### config.mk
export PLATFORM = sky130hd
export DESIGN_NAME = lab2_serial_nibble_sub
export DESIGN_NICKNAME = d
export VERILOG_FILES = /design/src/rtl/lab2_serial_nibble_sub.sv
export SDC_FILE = /design/constraint.sdc
export NUM_CORES = 1
export LEC_CHECK = 0
export BUFFER_PORTS_ARGS = -buffer_cell sky130_fd_sc_hd__buf_2
export CAP_MARGIN = 20
export CORE_ASPECT_RATIO = 1.5
export CORE_MARGIN = 4
export CORE_UTILIZATION = 50
export CTS_CLUSTER_DIAMETER = 150
export DETAILED_ROUTE_END_ITERATION = 7
export GPL_TIMING_DRIVEN = 0
export HOLD_SLACK_MARGIN = 0.1
export PLACE_DENSITY_LB_ADDON = 0.12
export SYNTH_ARGS = -nofsm -noshare
export SYNTH_HDL_FRONTEND = slang
export SYNTH_SLANG_ARGS = --single-unit
### constraint.sdc
create_clock -name clk -period 2.7 [get_ports clk]
set_input_delay 0.405 -clock clk [delete_from_list [all_inputs] [get_ports clk]]
set_output_delay 0.405 -clock clk [all_outputs]
set_load 0.01 [all_outputs]
### src/rtl/lab2_serial_nibble_sub.sv
// Serial multi-nibble subtractor: D = X - Y - Bin, one 4-bit nibble per clock, LSB first.
// Optional build macro SUB_CROSSCHECK_EN adds a full-width reference check and the mismatch port.
module lab2_serial_nibble_sub #(
  parameter int NIBBLES = 4
) (
  input  logic                   clk,
  input  logic                   rst_n,
  input  logic                   start,
  input  logic [4*NIBBLES-1:0]   x,
  input  logic [4*NIBBLES-1:0]   y,
  input  logic                   bin,
  output logic                   busy,
  output logic                   done,
  output logic [4*NIBBLES-1:0]   d,
  output logic                   bout
`ifdef SUB_CROSSCHECK_EN
  ,
  output logic                   mismatch
`endif
);

  localparam int W  = 4 * NIBBLES;
  localparam int CW = (NIBBLES > 1) ? $clog2(NIBBLES) : 1;

  typedef enum logic [1:0] {S_IDLE, S_RUN, S_DONE} state_t;

  state_t          state_q;
  logic            busy_q;
  logic            done_q;
  logic [W-1:0]    d_q;
  logic            bout_q;
  logic [W-1:0]    xr_q;
  logic [W-1:0]    yr_q;
  logic [W-1:0]    dr_q;
  logic            br_q;
  logic [CW-1:0]   cnt_q;

  // Same 4-bit borrow-subtract slice as the lab's 4-bit subtractors; bit 4 is the borrow.
  function automatic logic [4:0] nib_sub(input logic [3:0] a, input logic [3:0] b,
                                         input logic bi);
    return {1'b0, a} - {1'b0, b} - {4'b0000, bi};
  endfunction

  logic [3:0] xn_d;
  logic [3:0] yn_d;
  logic [4:0] t_d;
  logic       last_d;

  assign xn_d   = xr_q[4*cnt_q +: 4];
  assign yn_d   = yr_q[4*cnt_q +: 4];
  assign t_d    = nib_sub(xn_d, yn_d, br_q);
  assign last_d = (cnt_q == CW'(NIBBLES - 1));

`ifdef SUB_CROSSCHECK_EN
  logic         bl_q;
  logic         mm_q;
  logic [W:0]   ref_d;

  assign ref_d    = {1'b0, xr_q} - {1'b0, yr_q} - {{W{1'b0}}, bl_q};
  assign mismatch = mm_q;
`endif

  always_ff @(posedge clk or negedge rst_n) begin
    if (!rst_n) begin
      state_q <= S_IDLE;
      busy_q  <= 1'b0;
      done_q  <= 1'b0;
      d_q     <= '0;
      bout_q  <= 1'b0;
      xr_q    <= '0;
      yr_q    <= '0;
      dr_q    <= '0;
      br_q    <= 1'b0;
      cnt_q   <= '0;
`ifdef SUB_CROSSCHECK_EN
      bl_q    <= 1'b0;
      mm_q    <= 1'b0;
`endif
    end else begin
      done_q <= 1'b0;
      case (state_q)
        S_IDLE: begin
          if (start) begin
            xr_q    <= x;
            yr_q    <= y;
            br_q    <= bin;
            cnt_q   <= '0;
            busy_q  <= 1'b1;
            state_q <= S_RUN;
`ifdef SUB_CROSSCHECK_EN
            bl_q    <= bin;
`endif
          end
        end
        S_RUN: begin
          dr_q[4*cnt_q +: 4] <= t_d[3:0];
          br_q               <= t_d[4];
          if (last_d) state_q <= S_DONE;
          else        cnt_q   <= cnt_q + 1'b1;
        end
        S_DONE: begin
          // Result is published only here, so d/bout never show partial values.
          d_q     <= dr_q;
          bout_q  <= br_q;
          done_q  <= 1'b1;
          busy_q  <= 1'b0;
          state_q <= S_IDLE;
`ifdef SUB_CROSSCHECK_EN
          if (ref_d != {br_q, dr_q}) mm_q <= 1'b1;
`endif
        end
        default: state_q <= S_IDLE;
      endcase
    end
  end

  assign busy = busy_q;
  assign done = done_q;
  assign d    = d_q;
  assign bout = bout_q;

endmodule
==> Yosys cells after proc, flatten, opt, wreduce, memory -nomap -nowiden <==
Index checks and enable logic that the tools add are counted.
{ "totals": {"regBits": 72, "output_inout_bits": 19} }
{ "op_classes": {"add_sub_neg": 4, "n_eq_ne": 6, "shifts": 4, "mux": 12, "n_reduce_logical": 8} }
{ "ops": {"columns": ["cell", "count"], "rows": [
  ["negation 4 -> 34 bit", 1],
  ["variable shift 4 x 34 -> 16 bit, first input constant", 1],
  ["variable part select 4 x 34 -> 16 bit", 1],
  ["variable part select 16 x 5 -> 4 bit", 2],
  ["bitwise mux 16 bit", 1],
  ["2-to-1 mux 2 bit", 4],
  ["one-hot mux 2 bit (2 select lines)", 2],
  ["AND reduction 2 bit", 4],
  ["inequality test 2 bit, second input constant", 3],
  ["subtractor 4 x 4 -> 5 bit", 1],
  ["subtractor 5 x 1 -> 5 bit", 1],
  ["equality test 2 bit, second input constant", 2],
  ["one-hot mux 1 bit (2 select lines)", 2],
  ["nonzero test 2 bit", 2],
  ["2-to-1 mux 1 bit", 3],
  ["AND reduction 3 bit", 1],
  ["adder 2 x 1 -> 2 bit, second input constant", 1],
  ["equality test 2 x 1 -> 1 bit, second input constant", 1],
  ["zero test 2 bit", 1]
]} }

==> Logic depth before layout (Yosys ltp) <==
{ "depth": {"word_depth": 5, "mapped_depth": 10} }

==> Worst setup path after synthesis <==
OpenSTA, ideal clock, no wires.
{ "synth_timing": {"kind": "register to register", "startpoint": "reg cnt_q[0]", "endpoint": "reg dr_q[11]", "setup_time_ns": 0.128, "arrival_ns": 2.286, "required_ns": 2.572, "path_slack_ns": 0.286, "path_stages_with_launch": 9, "path_buffers": 1, "synth_period_minus_slack_ns": 2.414, "cell_sequence": "dfrtp_1 buf_4 mux4_2 fa_1 ha_1 nand2b_1 a21oi_2 xor2_2 o21ai_0"} }
{ "synth_via": {"elab_chain_cells": 5, "word_cells_on_any_way": 8} }
{ "synth_rtl": {"columns": ["element", "line", "source"], "rows": [
  ["start, declared", "36", "logic [CW-1:0] cnt_q;"],
  ["start signal, assigned", "99", "else cnt_q <= cnt_q + 1'b1;"],
  ["variable part select 16 x 5 -> 4 bit (on tied branches)", "49, 50", null],
  ["subtractor 4 x 4 -> 5 bit", "41", "return {1'b0, a} - {1'b0, b} - {4'b0000, bi};"],
  ["subtractor 5 x 1 -> 5 bit", "41", null],
  ["variable part select 4 x 34 -> 16 bit", "96", "dr_q[4*cnt_q +: 4] <= t_d[3:0];"],
  ["bitwise mux 16 bit *", "96", null],
  ["end signal, assigned by index", "96", null],
  ["end, declared", "34", "logic [W-1:0] dr_q;"]
]} }
Every way passes the cells marked *; elsewhere a longest branch is shown, timed or not.
A chain may end at the register's enable or synchronous reset.

==> Worst setup path in the final report <==
Same ends and word-level chain as after synthesis.

==> metrics <==
Max Fclk 394 MHz; row count 35; Commonest cells post-synth 72 x dfrtp_1, 49 x mux2_2, 23 x nand2_1; Yosys top cell by area dfrtp_1; fraction of layout cells with a size suffix above 1 46.7%; routed vias 1941; count leader, synth dfrtp_1; total CTS buffers 9; Core Region 6130 um2; IO Port Bufs 54; Die Span Y 105 um; Worst Max-Slew Pin Slew 0.893 ns; CP required 2.91 ns; initial antenna violation count 0; area delta synth->final 20.1%; Final WS setup 0.163 ns; first-pass GRT wire length 9690 um; antenna cells 0; htree depth 3; FF-to-FF path depth 8; crit path kind reg2reg; first-pass iteration count of the detailed router 4; FILL cells 536; pre-CTS setup slack -0.154 ns; Reg2Reg Launch Point cnt_q[0]; cell family with most CP delay adder cells; mapped cell area 3130 um2; CTS root buf clkbuf_8; clock latency at the later pin of the worst-skew pair 0.34 ns; global-route usage over all layers 16.8%; Slew Viols, Final 0; Iteration-0 DRC Markers 121; CTS tree built; Initial Util 51.1%; final core occ 61.4%; Fin. Hold Viols 0; area of the multi-input gates 1250 um2; worst setup path endpoint dr_q[11]; Seq/Total Area, Yosys 57.5%; critical path's slowest cell mux4_2; CP bufs+invs 1; Final #Nets 345; Worst setup SP type flop; top cells by area, synth dfrtp_1 58%, mux2_2 18%, mux4_2 5.8%, ha_1 4.0%, nand2_1 2.8%; clock sink count 72; gr ovfl total 0; GRT busiest layer met2; crit path capture type flop; register area 1800 um2; Avg Synthesized Cell Area 13.7 um2; post-synth top area share 57.5%; Slew headroom 40.5%; worst vdd ir 769 uV; clk slew on worst S/H paths 0.07 ns; deepest clock path buffer count 2; WL per Instance 15.3 um; Finish-stage setup viols 0; Leak 1.86 nW; max-cap check violation count 0; Stages on worst setup path 8; ys async rst share 100%; largest net degree at the start of global routing 73; r2r setup slk 0.16 ns; met1 Usage GRT 18.7%; crit path max fanout 10; die area 7620 um2; GP Congestion 0.825; Netlist cell types 27; Pwr per Cell Area 1330 nW/um2; worst setup path start cnt_q[0]; max incr delay on CP 0.55 ns; grt met2 use 29.6%; met3 Use GR 4.23%; Via density 5.16; io pins 55; RSZ-0062 raised after global routing false; Power, Total 5.00 mW; Synth Flop Type dfrtp_1; worst-path cell chain buf_6 -> mux4_2 -> fa_1 -> ha_1 -> nand2b_1 -> a21oi_2 -> xor2_2 -> o21ai_0; fin crit period 2.54 ns; number of global-route vias before repair 2086; hpwl dp 4310 um; Syn Inst Count 229; Post-Syn Nets 277; routed wire length 5740 um; Critical Path AT 2.75 ns; HP Class in2async; number of synthesized flops with an enable pin 0; Die X 72.6 um; setup TNS 0 ns; post-synthesis register bit count 72; final period utilization 94.0%; reg2reg end dr_q[11]; post-route ant nets 0; drt drc 0; Yosys Warn Count 0; final worst clock skew 0.00971 ns; final hold slack 0.172 ns; run status finished clean
==> power breakdown <==
| part | switching (mW) | internal, mW |
|---|---|---|
| sequential | 0.221 | 1.51 |
| clock | 0.377 | 0.569 |
| combinational | 1.23 | 1.09 |
| total | 1.83 | 3.17 |
==> placed cells by master, fill, tap and decap left out <==
| master | Yosys | layout |
|---|---|---|
| buf_6 | 0 | 1 |
| xor2_2 | 1 | 2 |
| dfrtp_2 | 0 | 1 |
| buf_2 | 5 | 58 |
| and2_1 | 1 | 1 |
| nand3_1 | 2 | 2 |
| clkinv_2 | 0 | 2 |
| mux2_2 | 49 | 49 |
| o21ai_1 | 2 | 2 |
| nand2b_1 | 2 | 2 |
| fa_1 | 2 | 2 |
| o211ai_1 | 1 | 1 |
| nor2b_1 | 1 | 1 |
| nor3b_2 | 1 | 1 |
| nand3b_1 | 1 | 1 |
| nor2_1 | 7 | 7 |
| a22o_1 | 1 | 1 |
| clkbuf_8 | 0 | 11 |
| o21ai_0 | 16 | 16 |
| nand2_1 | 23 | 23 |
| bufinv_16 | 0 | 2 |
| buf_4 | 1 | 4 |
| nand4_1 | 2 | 2 |
| xnor2_1 | 1 | 1 |
| mux4_2 | 8 | 8 |
| inv_1 | 15 | 15 |
| clkinv_4 | 0 | 1 |
| a21oi_2 | 1 | 1 |
| ha_1 | 10 | 10 |
| dfrtp_1 | 72 | 71 |
| a21oi_1 | 2 | 2 |
| nor3_1 | 1 | 1 |
==> worst register-to-register path, cell delays in order (launching register included) <==
cell      delay, ns
dfrtp_2        0.40
buf_6          0.18
mux4_2         0.55
fa_1           0.41
ha_1           0.19
nand2b_1       0.15
a21oi_2        0.16
xor2_2         0.27
o21ai_0        0.11
==> layout make-up <==
class,count,share of cell area [%]
plain buffers,6,0.964
well taps,74,2.46
clock inverters,5,2.10
clock buffers,11,4.02
inverters,15,1.50
flip-flops and latches,72,47.9
multi-input cells,136,33.2
repair buffers,57,7.85
==> registers in the layout (all words and copies together), names as in the netlist <==
register	cells
bout	1
xr_q	16
busy	1
state_q	2
dr_q	16
d	16
done	1
br_q	1
cnt_q	2
yr_q	16
==> layer usage <==
layer / part of all wire [%] / up-vias / routed length, um
li1: - / 929 / -
met1: 38 / 965 / 2190
met2: 56 / 39 / 3230
met3: 4.3 / 8 / 246
met4: 1.4 / 0 / 80
met5: 0 / - / 0
==> worst min-delay path by stage <==
| stage | start | to | slack [ns] | cells past startpoint |
|---|---|---|---|---|
| after floorplan | rst_n | bout | 0.11 | 0 |
| after global placement | dr_q[1] | dr_q[1] | 0.47 | 2 |
| after detailed placement | dr_q[1] | dr_q[1] | 0.47 | 2 |
| after CTS | rst_n | d[15] | 0.21 | 1 |
| after global routing | rst_n | d[12] | 0.26 | 1 |
| final | rst_n | d[12] | 0.17 | 1 |
==> stage by stage <==
step / cell area, um2 / std cells
floorplan: 3130 / 229
global placement: 3490 / 357
detailed placement: 3500 / 357
CTS: 3740 / 373
global route: 3760 / 376
finish: 3760 / 376
==> cells by family (layout without fill, tap and decap cells) <==
logic type	after synthesis	count (layout)	share of synthesized area, %
adder cells (fa/ha/maj)	12	12	5.27
XOR/XNOR	3	3	1.08
AND/OR/NAND/NOR	41	41	5.91
buffers and inverters	21	94	2.84
multiplexers	57	57	23.4
AO/OA/AOI/OAI	23	23	4.00
flip-flops	72	72	57.5
==> timing repair <==
action,in CTS,in global routing
pin swaps,0,1
endpoints found under the setup margin,9,9
gates resized for setup,2,1
cloned,0,0
hold buffers,0,0
buffers inserted,0,3
No activity file was read; power rests on OpenSTA's default activity.
